File: config.mk
export PLATFORM = sky130hd
export DESIGN_NAME = ova_gray_dec_flat
export DESIGN_NICKNAME = d
export VERILOG_FILES = /design/src/rtl/ova_gray_dec_if.sv /design/src/rtl/ova_gray_dec.sv /design/src/flat_wrapper.sv
export SDC_FILE = /design/constraint.sdc
export NUM_CORES = 1
export LEC_CHECK = 0
export BUFFER_PORTS_ARGS = -buffer_cell sky130_fd_sc_hd__buf_2
export CAP_MARGIN = 15
export CORE_MARGIN = 2
export CORE_UTILIZATION = 38
export DETAILED_ROUTE_END_ITERATION = 6
export PLACE_DENSITY = 0.53
export SLEW_MARGIN = 20
export SYNTH_ARGS = -nofsm -noshare
export SYNTH_HDL_FRONTEND = slang
export SYNTH_SLANG_ARGS = --single-unit
File: constraint.sdc
create_clock -name clk -period 3.43 [get_ports clk]
set_input_delay 0.343 -clock clk [delete_from_list [all_inputs] [get_ports clk]]
set_output_delay 0.343 -clock clk [all_outputs]
set_load 0.005 [all_outputs]
File: src/rtl/ova_gray_dec_if.sv
// Pixel bus of ova_gray_dec: RGB565 pixels pushed in from the camera read stage,
// grayscale pixels with frame/line tags handed to a consumer.
interface ova_gray_dec_if;
    // Input side has no backpressure: a pixel is taken on every edge where
    // i_data_vld is high. Output side transfers on an edge with o_pix_vld &&
    // i_pix_rdy; while o_pix_vld && !i_pix_rdy the payload and tags hold.
    logic [15:0] i_data;
    logic        i_data_vld;
    logic        i_frame_start;
    logic [7:0]  o_pix;
    logic        o_pix_vld;
    logic        i_pix_rdy;
    logic        o_pix_sof;
    logic        o_pix_eol;
    logic        o_frame_done;
    logic        o_overflow;

    modport master (
        output i_data, i_data_vld, i_frame_start, i_pix_rdy,
        input  o_pix, o_pix_vld, o_pix_sof, o_pix_eol, o_frame_done, o_overflow
    );

    modport slave (
        input  i_data, i_data_vld, i_frame_start, i_pix_rdy,
        output o_pix, o_pix_vld, o_pix_sof, o_pix_eol, o_frame_done, o_overflow
    );
endinterface

File: src/rtl/ova_gray_dec.sv
// Decimating RGB565-to-grayscale converter: keeps every DEC_X-th pixel of every
// DEC_Y-th line, converts it in a 2-stage pipeline and buffers it in an FWFT FIFO.
module ova_gray_dec #(
    parameter int IMG_W      = 640,
    parameter int IMG_H      = 480,
    parameter int DEC_X      = 2,
    parameter int DEC_Y      = 2,
    parameter int FIFO_DEPTH = 8
) (
    input  logic          clk,
    input  logic          rst,
    ova_gray_dec_if.slave bus,
    output logic          dbg_state
);
    localparam int CW = (IMG_W > 1) ? $clog2(IMG_W) : 1;
    localparam int RW = (IMG_H > 1) ? $clog2(IMG_H) : 1;
    localparam int XW = (DEC_X > 1) ? $clog2(DEC_X) : 1;
    localparam int YW = (DEC_Y > 1) ? $clog2(DEC_Y) : 1;
    localparam int AW = $clog2(FIFO_DEPTH);

    localparam logic [CW-1:0] COL_LAST = CW'(IMG_W - 1);
    localparam logic [RW-1:0] ROW_LAST = RW'(IMG_H - 1);
    localparam logic [XW-1:0] CX_LAST  = XW'(DEC_X - 1);
    localparam logic [YW-1:0] CY_LAST  = YW'(DEC_Y - 1);
    // Rightmost column that lands on the horizontal keep grid.
    localparam logic [CW-1:0] EOL_COL  = CW'(((IMG_W - 1) / DEC_X) * DEC_X);

    typedef enum logic {IDLE = 1'b0, ACTIVE = 1'b1} state_t;

    state_t        state, state_nxt;
    logic [CW-1:0] col;
    logic [RW-1:0] row;
    logic [XW-1:0] cx;
    logic [YW-1:0] cy;
    logic          accept, keep, last_pix, pix_sof, pix_eol;
    logic [7:0]    r8, g8, b8;

    logic          s1_vld, s1_last, s1_sof, s1_eol;
    logic [15:0]   s1_pr, s1_pg, s1_pb;
    logic          s2_vld, s2_sof, s2_eol;
    logic [7:0]    s2_y;

    logic [9:0]    mem [FIFO_DEPTH];
    logic [AW:0]   wr_ptr, rd_ptr;
    logic [9:0]    head;
    logic          empty, full, rd_en, wr_en, drop;
    logic          overflow_q, frame_done_q;

    always_ff @(posedge clk) begin
        if (rst) state <= IDLE;
        else     state <= state_nxt;
    end

    always_comb begin
        state_nxt = state;
        case (state)
            IDLE:    if (bus.i_frame_start) state_nxt = ACTIVE;
            ACTIVE:  if (!bus.i_frame_start && last_pix) state_nxt = IDLE;
            default: state_nxt = IDLE;
        endcase
    end

    // A frame-start pulse wins over a coincident data strobe.
    always_comb begin
        dbg_state = (state == ACTIVE);
        accept    = (state == ACTIVE) && bus.i_data_vld && !bus.i_frame_start;
        keep      = (cx == '0) && (cy == '0);
        last_pix  = accept && (col == COL_LAST) && (row == ROW_LAST);
        pix_sof   = (col == '0) && (row == '0);
        pix_eol   = (col == EOL_COL);
    end

    always_ff @(posedge clk) begin
        if (rst || bus.i_frame_start) begin
            col <= '0;
            row <= '0;
            cx  <= '0;
            cy  <= '0;
        end else if (accept) begin
            if (col == COL_LAST) begin
                col <= '0;
                cx  <= '0;
                if (row == ROW_LAST) begin
                    row <= '0;
                    cy  <= '0;
                end else begin
                    row <= row + 1'b1;
                    cy  <= (cy == CY_LAST) ? '0 : cy + 1'b1;
                end
            end else begin
                col <= col + 1'b1;
                cx  <= (cx == CX_LAST) ? '0 : cx + 1'b1;
            end
        end
    end

    assign r8 = {bus.i_data[15:11], bus.i_data[15:13]};
    assign g8 = {bus.i_data[10:5],  bus.i_data[10:9]};
    assign b8 = {bus.i_data[4:0],   bus.i_data[4:2]};

    // Stage 1 weights the channels, stage 2 sums; the 16-bit sum never exceeds 65280.
    always_ff @(posedge clk) begin
        if (rst) begin
            s1_vld <= 1'b0;
            s1_last <= 1'b0;
            s2_vld <= 1'b0;
            frame_done_q <= 1'b0;
        end else begin
            s1_vld <= accept && keep;
            s1_last <= last_pix;
            s2_vld <= s1_vld;
            frame_done_q <= s1_last;
        end
        s1_pr  <= 16'd77  * {8'd0, r8};
        s1_pg  <= 16'd150 * {8'd0, g8};
        s1_pb  <= 16'd29  * {8'd0, b8};
        s1_sof <= pix_sof;
        s1_eol <= pix_eol;
        s2_y   <= 8'((s1_pr + s1_pg + s1_pb) >> 8);
        s2_sof <= s1_sof;
        s2_eol <= s1_eol;
    end

    assign empty = (wr_ptr == rd_ptr);
    assign full  = (wr_ptr[AW] != rd_ptr[AW]) && (wr_ptr[AW-1:0] == rd_ptr[AW-1:0]);
    assign rd_en = !empty && bus.i_pix_rdy;
    // A full FIFO still accepts a write when the head leaves on the same edge.
    assign wr_en = s2_vld && (!full || rd_en);
    assign drop  = s2_vld && full && !rd_en;
    assign head  = mem[rd_ptr[AW-1:0]];

    always_ff @(posedge clk) begin
        if (rst) begin
            wr_ptr <= '0;
            rd_ptr <= '0;
        end else begin
            if (wr_en) wr_ptr <= wr_ptr + 1'b1;
            if (rd_en) rd_ptr <= rd_ptr + 1'b1;
        end
        if (wr_en) mem[wr_ptr[AW-1:0]] <= {s2_sof, s2_eol, s2_y};
    end

    always_ff @(posedge clk) begin
        if (rst || bus.i_frame_start) overflow_q <= 1'b0;
        else if (drop)                overflow_q <= 1'b1;
    end

    assign bus.o_pix        = empty ? 8'd0 : head[7:0];
    assign bus.o_pix_vld    = !empty;
    assign bus.o_pix_sof    = !empty && head[9];
    assign bus.o_pix_eol    = !empty && head[8];
    assign bus.o_frame_done = frame_done_q;
    assign bus.o_overflow   = overflow_q;
endmodule
File: src/flat_wrapper.sv
// flat-port wrapper written by rule: the top's interface ports become plain ports
module ova_gray_dec_flat 
#(
    parameter int IMG_W      = 640,
    parameter int IMG_H      = 480,
    parameter int DEC_X      = 2,
    parameter int DEC_Y      = 2,
    parameter int FIFO_DEPTH = 8
)
  (clk, rst, dbg_state, bus_i_data, bus_i_data_vld, bus_i_frame_start, bus_i_pix_rdy, bus_o_pix, bus_o_pix_vld, bus_o_pix_sof, bus_o_pix_eol, bus_o_frame_done, bus_o_overflow);
  ova_gray_dec_if bus_i ();
  input  logic clk;
  input  logic rst;
  output logic dbg_state;
  input wire logic [$bits(bus_i.i_data)-1:0] bus_i_data;
  input wire logic [$bits(bus_i.i_data_vld)-1:0] bus_i_data_vld;
  input wire logic [$bits(bus_i.i_frame_start)-1:0] bus_i_frame_start;
  input wire logic [$bits(bus_i.i_pix_rdy)-1:0] bus_i_pix_rdy;
  output wire logic [$bits(bus_i.o_pix)-1:0] bus_o_pix;
  output wire logic [$bits(bus_i.o_pix_vld)-1:0] bus_o_pix_vld;
  output wire logic [$bits(bus_i.o_pix_sof)-1:0] bus_o_pix_sof;
  output wire logic [$bits(bus_i.o_pix_eol)-1:0] bus_o_pix_eol;
  output wire logic [$bits(bus_i.o_frame_done)-1:0] bus_o_frame_done;
  output wire logic [$bits(bus_i.o_overflow)-1:0] bus_o_overflow;
  assign bus_i.i_data = bus_i_data;
  assign bus_i.i_data_vld = bus_i_data_vld;
  assign bus_i.i_frame_start = bus_i_frame_start;
  assign bus_i.i_pix_rdy = bus_i_pix_rdy;
  assign bus_o_pix = bus_i.o_pix;
  assign bus_o_pix_vld = bus_i.o_pix_vld;
  assign bus_o_pix_sof = bus_i.o_pix_sof;
  assign bus_o_pix_eol = bus_i.o_pix_eol;
  assign bus_o_frame_done = bus_i.o_frame_done;
  assign bus_o_overflow = bus_i.o_overflow;
  ova_gray_dec #(.IMG_W(IMG_W), .IMG_H(IMG_H), .DEC_X(DEC_X), .DEC_Y(DEC_Y), .FIFO_DEPTH(FIFO_DEPTH)) u_core (.clk(clk), .rst(rst), .bus(bus_i), .dbg_state(dbg_state));
endmodule
==> summary.txt <==
Die
  • CORE AREA: 0.02496 sq mm
  • Std-Cell Rows: 58
  • Ports placed on the boundary: 35
  • DIE HEIGHT: 162.6 um
  • Overall die width: 162.6 um
  • Die Outline Area: 0.02644 sq mm
  • Initial Util: approximately two fifths

Synth
  • Share of synthesized area occupied by flip-flops and latches: between 40 and 50%
  • Count of warnings emitted by yosys: 0
  • Largest area contributor in the synthesized netlist: sky130_fd_sc_hd__edfxtp_1
  • Count of cell types in the netlist: 55
  • Synth Instances: a little over 800
  • Number of register bits inferred by synthesis: 173
  • Synth top area cells: sky130_fd_sc_hd__edfxtp_1 25%, sky130_fd_sc_hd__dfxtp_1 19%, sky130_fd_sc_hd__ha_1 15%
  • Top cell type's share of synthesized area: about a quarter
  • Synthesized cell area: roughly 0.0096 sq mm
  • Number of enable flip-flop cells after synthesis: 80
  • Net Count, Synth: 985
  • Average instance area after synthesis: ~12 sq um
  • Post-synthesis async set-or-reset flop share: 0%
  • Top flip-flop cell by instance count after synthesis: sky130_fd_sc_hd__dfxtp_1

Timing
  • Fin Setup TNS: 0 ns
  • Max-slew violation count: 0
  • Part of the cycle the worst path needs: a little under nine tenths
  • Number of failing setup endpoints in the final timing report: 0
  • Unrepaired setup endpoints after global routing: no
  • Achievable Freq: 337.8 MHz
  • Min cycle time layout: slightly below 3 ns
  • Worst-case hold slack: between 0.1 and 0.15 ns
  • Transition time of the tightest slew-check pin: 0.7349 ns
  • Final Hold Vio Count: 0
  • Max-Slew Margin vs Limit: just over 50%
  • Final Skew: 0.01606 ns

Worst setup path
  • Sort of element at the start of the critical path: input pin
  • Worst setup path endpoint: u_core.s1_pg[14]
  • Critical path endpoint category: flip-flop
  • Reg-to-Reg Start: u_core.s1_pg[7]
  • Setup CP Type: input pin to flip-flop
  • Critical path fanouts, max: 5
  • Arrival time at the worst endpoint: approximately 3.3 ns
  • Capture instance of the worst register-to-register path: u_core.s2_y[5]
  • Worst setup path startpoint: bus_i_data[7]
  • R2r setup slk: ~0.80 ns
  • Reg2Reg Depth: 9
  • Worst Path Required: 3.74 ns

Layout
  • Area taken by flip-flops and latches: between 0.004 and 0.005 sq mm
  • Fraction of final layout cells with drive strength greater than 1: 13.51%
  • Number of fillers in the final layout: around 2400
  • Commonest non-fill, non-tap cells in the layout: 118 x sky130_fd_sc_hd__ha_1, 96 x sky130_fd_sc_hd__inv_1, 93 x sky130_fd_sc_hd__dfxtp_1
  • Total area of multi-input combinational cells: between 0.004 and 0.005 sq mm
  • Most frequent standard cell in the layout excluding fill and tap cells: sky130_fd_sc_hd__ha_1
  • Diodes inserted: 0
  • Count of placed standard cells in the final layout, fillers left out: 1211
  • Area growth syn-to-layout: 13.13%
  • Net count, final: 1044

Route
  • Post-DR wirelength/cell: about 14 um
  • Top metal layer carrying routed signals: met4
  • Detailed-routed wire length on met3: a little under 400 um
  • Residual DRC: 0
  • Detailed Routing Iterations Pass 1: 4
  • Number of DRC markers after the initial detailed-route iteration: around 380
  • Met2 Wirelength: 8366 um
  • Met1 wire length: about 8300 um
  • Antenna-violating nets left: 0
  • Via density per instance: between 4 and 5
  • Post-detailed-routing wire length: 17180 um
  • Number of vias after detailed routing: 5822

CTS
  • Number of sinks driven by the clock tree: around 170
  • Clock slew at the register clock pins of the worst setup and hold paths: roughly 0.07 ns
  • Hold buffer count at CTS: 0
  • Clock Path Buffers: 2
  • Post-cts resize count: 0
  • TritonCTS clock tree: done
  • Buffer type at the clock tree root: sky130_fd_sc_hd__clkbuf_16
  • Count of buffers added by post-CTS timing repair for setup: 0
  • Number of levels the H-tree was split into: 4
  • Clock network latency to the later pin of the worst-skew pair: about 0.43 ns
  • TritonCTS Buffers: 17

Worst hold path
  • Min-delay worst type: input pin to flip-flop

Place
  • Final weighted congestion in routability-driven placement: slightly below 0.8
  • DP Wirelength: 12770 um
  • IO Port Bufs: 34
  • Number of placed instances with taps included: roughly 1200

Global route
  • Overall Global Routing Usage: about 14%
  • Antenna violations before repair: 0
  • Vias in the first global route: 5874
  • Wire length of the first global-routing pass: 29360 um
  • Remaining global-route overflow: 0
  • Pin count of the biggest net entering global routing: 21

Flow run
  • Total of max-cap violations: 0

Pwr
  • Worst vdd rail ir drop: between 0.4 and 0.5 mV
  • Power density over the cells: 716.5 mW/mm^2
  • Leakage power figure: 4.555 nW

Run status
  • Outcome: finished, final reports clean
metal layers:
metal | track usage [%] | vias up
met5 | 0 | -
met4 | 3.620 | 0
met3 | 2.903 | 12
met2 | 23.75 | 56
met1 | 18.66 | 2776
li1 | - | 2978
worst max-delay path: stages:
cell                      delay, ns
sky130_fd_sc_hd__buf_2         0.11
sky130_fd_sc_hd__ha_1          0.29
sky130_fd_sc_hd__ha_1          0.27
sky130_fd_sc_hd__inv_1         0.05
sky130_fd_sc_hd__fa_1          0.49
sky130_fd_sc_hd__fa_1          0.51
sky130_fd_sc_hd__inv_1         0.04
sky130_fd_sc_hd__ha_1          0.35
sky130_fd_sc_hd__o21a_1        0.13
sky130_fd_sc_hd__o21a_1        0.16
sky130_fd_sc_hd__o22ai_1       0.25
sky130_fd_sc_hd__o31ai_1       0.13
sky130_fd_sc_hd__xor2_1        0.15
worst min path at each step:
stage	from	end	slack, ns	cells past startpoint
6_report	bus_i_data[14]	u_core.s1_pr[1]	0.13	1
5_1_grt	bus_i_data[14]	u_core.s1_pr[1]	0.12	1
4_1_cts	bus_i_data[3]	u_core.s1_pb[1]	0.12	1
3_5_place_dp	u_core.s1_eol	u_core.s2_eol	0.33	0
3_3_place_gp	u_core.s1_eol	u_core.s2_eol	0.32	0
2_1_floorplan	u_core.s1_eol	u_core.s2_eol	0.31	0
kinds of logic after synthesis:
logic type      synth area share (%)
simple gates                   9.791
flops                          44.61
fa+ha+maj                      23.19
compound gates                 6.152
buf+inv                        4.673
xor+xnor                       5.406
mux                            6.178
power by group:
| part | leakage (nW) | switching (W) | internal (W) |
|---|---|---|---|
| registers | 1.48 | 0.000203 | 0.00256 |
| clock network | 0.283 | 0.000896 | 0.000979 |
| logic | 2.80 | 0.00171 | 0.00140 |
| total | 4.56 | 0.00281 | 0.00494 |
stage by stage:
step	util [%]	setup WS (ns)	instance area (sq um)	power (W)
3_3_place_gp	40.97	0.02943	10230	0.005909
3_5_place_dp	40.97	0.01681	10230	0.005935
5_1_grt	43.32	0.3397	10810	0.008399
2_1_floorplan	-	0.1992	9559	0.005211
6_report	43.32	0.4698	10810	0.007749
4_1_cts	43.32	0.4733	10810	0.007856
Yosys cell counts (2+ instances only):
master                        n
sky130_fd_sc_hd__nor4_1       6
sky130_fd_sc_hd__o21ai_0     18
sky130_fd_sc_hd__and3_1       5
sky130_fd_sc_hd__inv_1       96
sky130_fd_sc_hd__buf_4        4
sky130_fd_sc_hd__nand4_1      8
sky130_fd_sc_hd__o41ai_1      2
sky130_fd_sc_hd__o211ai_1     6
sky130_fd_sc_hd__fa_1        37
sky130_fd_sc_hd__nand3_1     28
sky130_fd_sc_hd__o2111ai_1    5
sky130_fd_sc_hd__a21boi_0     2
sky130_fd_sc_hd__xnor2_1     34
sky130_fd_sc_hd__xor2_1      25
sky130_fd_sc_hd__edfxtp_1    80
sky130_fd_sc_hd__nor2_1      65
sky130_fd_sc_hd__buf_2        3
sky130_fd_sc_hd__nand3b_1     3
sky130_fd_sc_hd__a21oi_1     25
sky130_fd_sc_hd__o22ai_1      2
sky130_fd_sc_hd__mux2i_1     14
sky130_fd_sc_hd__ha_1       118
sky130_fd_sc_hd__nand2b_1     6
sky130_fd_sc_hd__a31o_2       3
sky130_fd_sc_hd__dfxtp_1     93
sky130_fd_sc_hd__nand2_1     27
sky130_fd_sc_hd__mux4_2      20
sky130_fd_sc_hd__nor2b_1      5
sky130_fd_sc_hd__nor3b_1      2
sky130_fd_sc_hd__o21a_1       5
sky130_fd_sc_hd__nand4b_1     2
sky130_fd_sc_hd__or3_1        3
sky130_fd_sc_hd__a21o_1       6
sky130_fd_sc_hd__o31ai_1      2
sky130_fd_sc_hd__clkbuf_1     7
sky130_fd_sc_hd__a211o_1      2
sky130_fd_sc_hd__a211oi_1     4
sky130_fd_sc_hd__nor3_1      18
sky130_fd_sc_hd__or2_2        2
state kept, by name, indices dropped and copies added, names as in the netlist, 4 cells and up, named ones only:
| name | cells |
|---|---|
| u_core.s1_pg | 15 |
| u_core.rd_ptr | 4 |
| u_core.col | 10 |
| u_core.row | 9 |
| u_core.mem | 80 |
| u_core.s1_pb | 13 |
| u_core.s2_y | 8 |
| u_core.wr_ptr | 4 |
| u_core.s1_pr | 15 |
area by class of cell:
cell class	count	share of cell area (%)
clock buffers	17	3.934
clock inverters	15	1.493
inverters	96	3.332
multi-input cells	524	44.89
flip-flops and latches	173	39.43
well taps	330	3.818
repair buffers	56	3.101
Note: power is estimated with default switching activity, not from simulation.
